<file path="src/rtl/div_seq_if.sv">
// div_seq_if: operand/result bundle for the sequential divider.
// The div_signed wire exists only when SIGNED_DIV_EN is defined.
interface div_seq_if #(
    parameter int WIDTH = 64
);
    logic             op_start;
    logic             op_clear;
    logic [WIDTH-1:0] dividend;
    logic [WIDTH-1:0] divisor;
`ifdef SIGNED_DIV_EN
    logic             div_signed;
`endif
    logic             busy;
    logic             op_done;
    logic             div_zero;
    logic [WIDTH-1:0] quotient;
    logic [WIDTH-1:0] remainder;

`ifdef SIGNED_DIV_EN
    modport master (
        output op_start, op_clear, dividend, divisor, div_signed,
        input  busy, op_done, div_zero, quotient, remainder
    );
    modport slave (
        input  op_start, op_clear, dividend, divisor, div_signed,
        output busy, op_done, div_zero, quotient, remainder
    );
`else
    modport master (
        output op_start, op_clear, dividend, divisor,
        input  busy, op_done, div_zero, quotient, remainder
    );
    modport slave (
        input  op_start, op_clear, dividend, divisor,
        output busy, op_done, div_zero, quotient, remainder
    );
`endif
endinterface

</file>
<file path="src/rtl/div_seq.sv">
// div_seq: restoring divider, one quotient bit per clock, IDLE/EXEC/DONE FSM.
// Define SIGNED_DIV_EN to add two's-complement mode via bus.div_signed.
module div_seq #(
    parameter int WIDTH = 64,
    parameter int CNT_W = 7
) (
    input  logic      clk,
    input  logic      reset_n,
    div_seq_if.slave  bus
);

    typedef enum logic [1:0] {
        IDLE = 2'b00,
        EXEC = 2'b01,
        DONE = 2'b10
    } state_e;

    state_e           state_q, state_d;
    logic [CNT_W-1:0] cnt_q, cnt_d;
    logic [WIDTH-1:0] p_q, p_d;
    logic [WIDTH-1:0] q_q, q_d;
    logic [WIDTH-1:0] d_q, d_d;
    logic             dz_q, dz_d;
    logic             qneg_q, qneg_d;
    logic             rneg_q, rneg_d;

    logic             busy_q, done_q, dzo_q;
    logic [WIDTH-1:0] quo_q, rem_q;

    logic             a_neg, b_neg;
    logic [WIDTH-1:0] a_mag, b_mag;

`ifdef SIGNED_DIV_EN
    assign a_neg = bus.div_signed & bus.dividend[WIDTH-1];
    assign b_neg = bus.div_signed & bus.divisor[WIDTH-1];
`else
    assign a_neg = 1'b0;
    assign b_neg = 1'b0;
`endif
    assign a_mag = a_neg ? -bus.dividend : bus.dividend;
    assign b_mag = b_neg ? -bus.divisor  : bus.divisor;

    // WIDTH+1 bits so a shifted-in remainder with its MSB set cannot overflow
    logic [WIDTH:0]   p_sh, p_sub;
    logic             p_ge;
    logic [WIDTH-1:0] p_step, q_step;
    logic             last;

    assign p_sh   = {p_q, q_q[WIDTH-1]};
    assign p_ge   = p_sh >= {1'b0, d_q};
    assign p_sub  = p_sh - {1'b0, d_q};
    assign p_step = p_ge ? p_sub[WIDTH-1:0] : p_sh[WIDTH-1:0];
    assign q_step = {q_q[WIDTH-2:0], p_ge};
    assign last   = cnt_q == CNT_W'(WIDTH - 1);

    always_comb begin
        state_d = state_q;
        cnt_d   = cnt_q;
        p_d     = p_q;
        q_d     = q_q;
        d_d     = d_q;
        dz_d    = dz_q;
        qneg_d  = qneg_q;
        rneg_d  = rneg_q;
        if (bus.op_clear) begin
            state_d = IDLE;
            cnt_d   = '0;
            p_d     = '0;
            q_d     = '0;
            d_d     = '0;
            dz_d    = 1'b0;
            qneg_d  = 1'b0;
            rneg_d  = 1'b0;
        end else begin
            case (state_q)
                IDLE: begin
                    if (bus.op_start) begin
                        cnt_d  = '0;
                        p_d    = '0;
                        q_d    = a_mag;
                        d_d    = b_mag;
                        qneg_d = a_neg ^ b_neg;
                        rneg_d = a_neg;
                        dz_d   = bus.divisor == '0;
                        if (bus.divisor == '0) begin
                            state_d = DONE;
                            q_d     = '1;
                            p_d     = bus.dividend;
                            qneg_d  = 1'b0;
                            rneg_d  = 1'b0;
                        end else begin
                            state_d = EXEC;
                        end
                    end
                end
                EXEC: begin
                    cnt_d = cnt_q + CNT_W'(1);
                    p_d   = p_step;
                    q_d   = q_step;
                    if (last) begin
                        state_d = DONE;
                        if (qneg_q) q_d = -q_step;
                        if (rneg_q) p_d = -p_step;
                    end
                end
                DONE: state_d = DONE;
                default: state_d = IDLE;
            endcase
        end
    end

    always_ff @(posedge clk or negedge reset_n) begin
        if (!reset_n) begin
            state_q <= IDLE;
            cnt_q   <= '0;
            p_q     <= '0;
            q_q     <= '0;
            d_q     <= '0;
            dz_q    <= 1'b0;
            qneg_q  <= 1'b0;
            rneg_q  <= 1'b0;
        end else begin
            state_q <= state_d;
            cnt_q   <= cnt_d;
            p_q     <= p_d;
            q_q     <= q_d;
            d_q     <= d_d;
            dz_q    <= dz_d;
            qneg_q  <= qneg_d;
            rneg_q  <= rneg_d;
        end
    end

    // Result registers trail the FSM by one edge and hold while in DONE
    always_ff @(posedge clk or negedge reset_n) begin
        if (!reset_n) begin
            busy_q <= 1'b0;
            done_q <= 1'b0;
            dzo_q  <= 1'b0;
            quo_q  <= '0;
            rem_q  <= '0;
        end else if (bus.op_clear) begin
            busy_q <= 1'b0;
            done_q <= 1'b0;
            dzo_q  <= 1'b0;
            quo_q  <= '0;
            rem_q  <= '0;
        end else begin
            busy_q <= state_q == EXEC;
            done_q <= state_q == DONE;
            if (state_q == DONE) begin
                dzo_q <= dz_q;
                quo_q <= q_q;
                rem_q <= p_q;
            end
        end
    end

    assign bus.busy      = busy_q;
    assign bus.op_done   = done_q;
    assign bus.div_zero  = dzo_q;
    assign bus.quotient  = quo_q;
    assign bus.remainder = rem_q;

endmodule

</file>
<file path="src/flat_wrapper.sv">
// flat-port wrapper written by rule: the top's interface ports become plain ports
module div_seq_flat 
#(
    parameter int WIDTH = 64,
    parameter int CNT_W = 7
)
  (clk, reset_n, bus_op_start, bus_op_clear, bus_dividend, bus_divisor, bus_busy, bus_op_done, bus_div_zero, bus_quotient, bus_remainder);
  div_seq_if #(.WIDTH(WIDTH)) bus_i ();
  input  logic clk;
  input  logic reset_n;
  input wire logic [$bits(bus_i.op_start)-1:0] bus_op_start;
  input wire logic [$bits(bus_i.op_clear)-1:0] bus_op_clear;
  input wire logic [$bits(bus_i.dividend)-1:0] bus_dividend;
  input wire logic [$bits(bus_i.divisor)-1:0] bus_divisor;
  output wire logic [$bits(bus_i.busy)-1:0] bus_busy;
  output wire logic [$bits(bus_i.op_done)-1:0] bus_op_done;
  output wire logic [$bits(bus_i.div_zero)-1:0] bus_div_zero;
  output wire logic [$bits(bus_i.quotient)-1:0] bus_quotient;
  output wire logic [$bits(bus_i.remainder)-1:0] bus_remainder;
  assign bus_i.op_start = bus_op_start;
  assign bus_i.op_clear = bus_op_clear;
  assign bus_i.dividend = bus_dividend;
  assign bus_i.divisor = bus_divisor;
  assign bus_busy = bus_i.busy;
  assign bus_op_done = bus_i.op_done;
  assign bus_div_zero = bus_i.div_zero;
  assign bus_quotient = bus_i.quotient;
  assign bus_remainder = bus_i.remainder;
  div_seq #(.WIDTH(WIDTH), .CNT_W(CNT_W)) u_core (.clk(clk), .reset_n(reset_n), .bus(bus_i));
endmodule
</file>
<file path="config.mk">
export PLATFORM = sky130hd
export DESIGN_NAME = div_seq_flat
export DESIGN_NICKNAME = d
export VERILOG_FILES = /design/src/rtl/div_seq_if.sv /design/src/rtl/div_seq.sv /design/src/flat_wrapper.sv
export SDC_FILE = /design/constraint.sdc
export NUM_CORES = 1
export LEC_CHECK = 0
export CORE_MARGIN = 3
export CORE_UTILIZATION = 50
export DETAILED_ROUTE_END_ITERATION = 16
export GPL_TIMING_DRIVEN = 0
export PLACE_DENSITY = 0.77
export RECOVER_POWER = 50
export SLEW_MARGIN = 30
export SYNTH_ARGS = -nofsm -noshare
export SYNTH_HDL_FRONTEND = slang
export SYNTH_SLANG_ARGS = --single-unit
</file>
<file path="constraint.sdc">
create_clock -name clk -period 3.4 [get_ports clk]
set_clock_uncertainty 0.15 [all_clocks]
set_input_delay 0.68 -clock clk [delete_from_list [all_inputs] [get_ports clk]]
set_output_delay 0.68 -clock clk [all_outputs]
set_load 0.05 [all_outputs]
</file>
==> impl_metrics.py <==
metrics = {
    "status": {
        "outcome": "finished, violations left",
        "violations": "capacitance limit, slew limit, setup timing",
    },
    "pwr": {
        "swShare": 0.446,
        "power.switching_uw": 9630,
        "power_frac_comb": 0.558,
        "max-vdd-ir-drop_uv": 405,
        "cellPowerDensity_mw_per_mm2": 889,
        "pwr-share-clk": 0.196,
        "p_leak_uw": 0.0105,
        "power.total_uw": 21600,
        "power.internal_uw": 11900,
        "p_seq_frac": 0.246,
    },
    "die": {
        "core-area_mm2": 0.0361,
        "die_h_um": 199,
        "die_x_um": 199,
        "start_util": 0.514,
        "rows": 69,
        "dieArea_mm2": 0.0394,
        "ios": 263,
    },
    "clocking": {
        "clk_pin_slew_worst_paths_ns": 0.07,
        "root_buffer": "clkbuf_16",
        "clockBufferDepth": 3,
        "clkLatencyLatePin_ns": 0.53,
        "numCtsBuffers": 38,
        "htree_levels": 2,
        "cts_tree": "done",
        "numClockSinks": 333,
    },
    "critical_path": {
        "r2r_end": "u_core.p_q[60]",
        "crit_path_start_kind": "flip-flop",
        "crit_arrival_ns": 3.71,
        "cp-end-kind": "flip-flop",
        "r2r-start": "u_core.q_q[63]",
        "cp.required_ns": 3.66,
        "crit_type": "reg2reg",
        "rrSetupSlack_ns": -0.05,
        "ff2ff_path_depth": 14,
        "cp_max_fo": 3,
    },
    "logic_synthesis": {
        "synth_top_cell_area_share": 0.449,
        "yosys.area.top_type": "dfrtp_1",
        "ys_warn_count": 0,
        "synthTopCellsByArea": "dfrtp_1 (45%), mux2i_1 (7.6%), o21ai_0 (6.5%)",
        "ys_top_cells_by_count": "dfrtp_1 (333), o21ai_0 (240), nor2_1 (216)",
        "async_flop_share": 1.00,
        "synthCells": 2022,
        "synth.distinct_cells": 77,
        "ys_seq_area_frac": 0.449,
        "synth-seq-cells": 333,
        "synthFlopType": "dfrtp_1",
        "synth_most_common_cell": "dfrtp_1",
        "syn-cell-area_mm2": 0.0185,
        "postSynthNetCount": 2224,
        "syn_area_per_cell_um2": 9.17,
        "synth_edf_count": 0,
    },
    "timing": {
        "slew_headroom": -0.277,
        "max_freq_mhz": 290,
        "setup_viol_count_final": 2,
        "final.period_utilization": 1.01,
        "min_period_ns": 3.45,
        "tightest_slew_ns": 1.92,
        "maxSlewViolCount": 74,
        "hold_violations": 0,
        "setup_slack_ns": -0.0498,
        "rsz0062_at_grt": "yes",
    },
    "global_route": {
        "antenna_found_initial": 2,
        "grt_pass1_vias": 17106,
        "grt_start_max_net_pins": 90,
        "overflow": 0,
        "track_usage": 0.331,
        "grt_first_pass_wirelength_mm": 101,
    },
    "place": {
        "place.gp.congestion": 0.948,
        "hpwl_mm": 51.1,
        "portBuffers": 261,
        "pre_cts_ws_ns": -1.87,
        "placed_cells": 2747,
    },
    "worst_hold_path": {
        "hp-class": "reg2reg",
        "hold_depth": 1,
        "hp-start": "u_core.d_q[46]",
        "hold_end": "u_core.d_q[46]",
    },
    "layout": {
        "drive_above_1_share": 0.122,
        "area_delta_synth_final_pct": 30.8,
        "fin_nets": 2567,
        "fin_cells": 2852,
    },
    "routing": {
        "viasPerCell": 6.14,
        "ant_nets": 0,
        "vias": 17501,
        "first_pass_iters": 5,
        "wl_per_cell_um": 23.4,
        "wl_mm": 66.7,
        "drcViolationCount": 0,
        "drt_iter0_drc": 1671,
    },
    "run": {
        "cap_violations": 1,
    },
}
## critical path: stages (launching register included)
cell and delay, ns:
dfrtp_1 0.39, inv_2 0.11, ha_4 0.14, inv_2 0.03, fa_2 0.33, a21o_1 0.21, a221oi_4 0.31, o32a_4 0.25
nand3_4 0.11, a211oi_4 0.37, o31ai_4 0.10, a21oi_2 0.24, o21ai_2 0.08, xor2_1 0.17, a221o_1 0.34
## stage by stage
step                      utilization  instance area [µm²]  hold WS (ns)   TNS, ns
final                           0.672                24300         0.354   -0.0947
after floorplan                     -                18500         0.234         0
after detailed placement        0.605                21800         0.341   -144.32
after global placement          0.602                21700         0.337  -4359.06
after CTS                       0.656                23700         0.357    -0.187
after global routing            0.672                24300         0.368     -6.08
## timing repair
item / in CTS / in global routing
hold buffers: 1 / 0
setup buffers: 25 / 27
endpoints found under the setup margin: 131 / 97
pin swaps: 22 / 35
gates resized for setup: 85 / 120
hold endpoints to repair: 26 / 0
cloned: 1 / 0
## power groups by stage
stage | Combinational, µW | Sequential [µW] | Clock, µW
after floorplan | 6500 | 5510 | 0
after global placement | 9690 | 5310 | 0
after detailed placement | 9770 | 5340 | 0
after CTS | 10800 | 5280 | 4250
after global routing | 12900 | 5380 | 4420
final | 12000 | 5310 | 4230
## placed cells by master (no fill, tap or decap), types with 17 or more instances in the layout
master           instances
nand4_1                 31
mux2i_1                140
dfrtp_1                324
o21ai_0                221
buf_4                   56
clkdlybuf4s50_1        260
a21oi_1                 96
nor3_1                  73
ha_1                    49
a22oi_1                 31
nor2_1                 211
nand2_1                167
a21o_1                  17
clkbuf_1                76
a22o_1                  77
o21ai_1                 19
inv_1                   91
xor2_1                  26
xnor2_1                 31
clkbuf_16               39
## registers in the layout, summed over array words and instances, names as in the netlist
register / cells
u_core.cnt_q: 7
u_core.bus.op_done: 1
u_core.dz_q: 1
u_core.bus.div_zero: 1
u_core.bus.quotient: 64
u_core.p_q: 64
u_core.bus.remainder: 64
u_core.state_q: 2
u_core.d_q: 64
u_core.bus.busy: 1
u_core.q_q: 64
## metal layers
layer | part of all wire | track usage
met3 | 0.096 | 0.0642
met4 | 0.034 | 0.103
met2 | 0.45 | 0.519
met1 | 0.42 | 0.469
met5 | 0 | 0
## cell families after synthesis
group | Yosys count | synth area share
AOI/OAI and AO/OA | 610 | 0.210
and+or+nand+nor | 569 | 0.137
DFF | 333 | 0.449
buffers and inverters | 237 | 0.0507
muxes | 142 | 0.0768
adders and majority gates | 70 | 0.0476
xor gates and xnor gates | 61 | 0.0288
## worst max-delay path by stage
stage	from	end	slack, ns	depth (start not counted)
final	u_core.q_q[63]	u_core.p_q[60]	-0.05	14
after global placement	reset_n	u_core.bus.remainder[23]	-12.57	1
after global routing	u_core.q_q[63]	u_core.p_q[60]	-0.16	14
after CTS	u_core.q_q[63]	u_core.p_q[52]	-0.08	14
after floorplan	u_core.q_q[63]	u_core.p_q[60]	0.19	14
after detailed placement	bus_divisor[22]	u_core.p_q[13]	-1.87	10
## layout make-up
class	count	area, µm²
antenna	1	2.50
buffer	127	592
clock buffer	49	1070
clock inverter	16	213
fill	2938	11800
inverter	95	357
multi-input combinational	1452	9970
sequential	333	8340
tap	461	577
timing repair buffer	318	3130
Power figures use the tool's default switching activity.
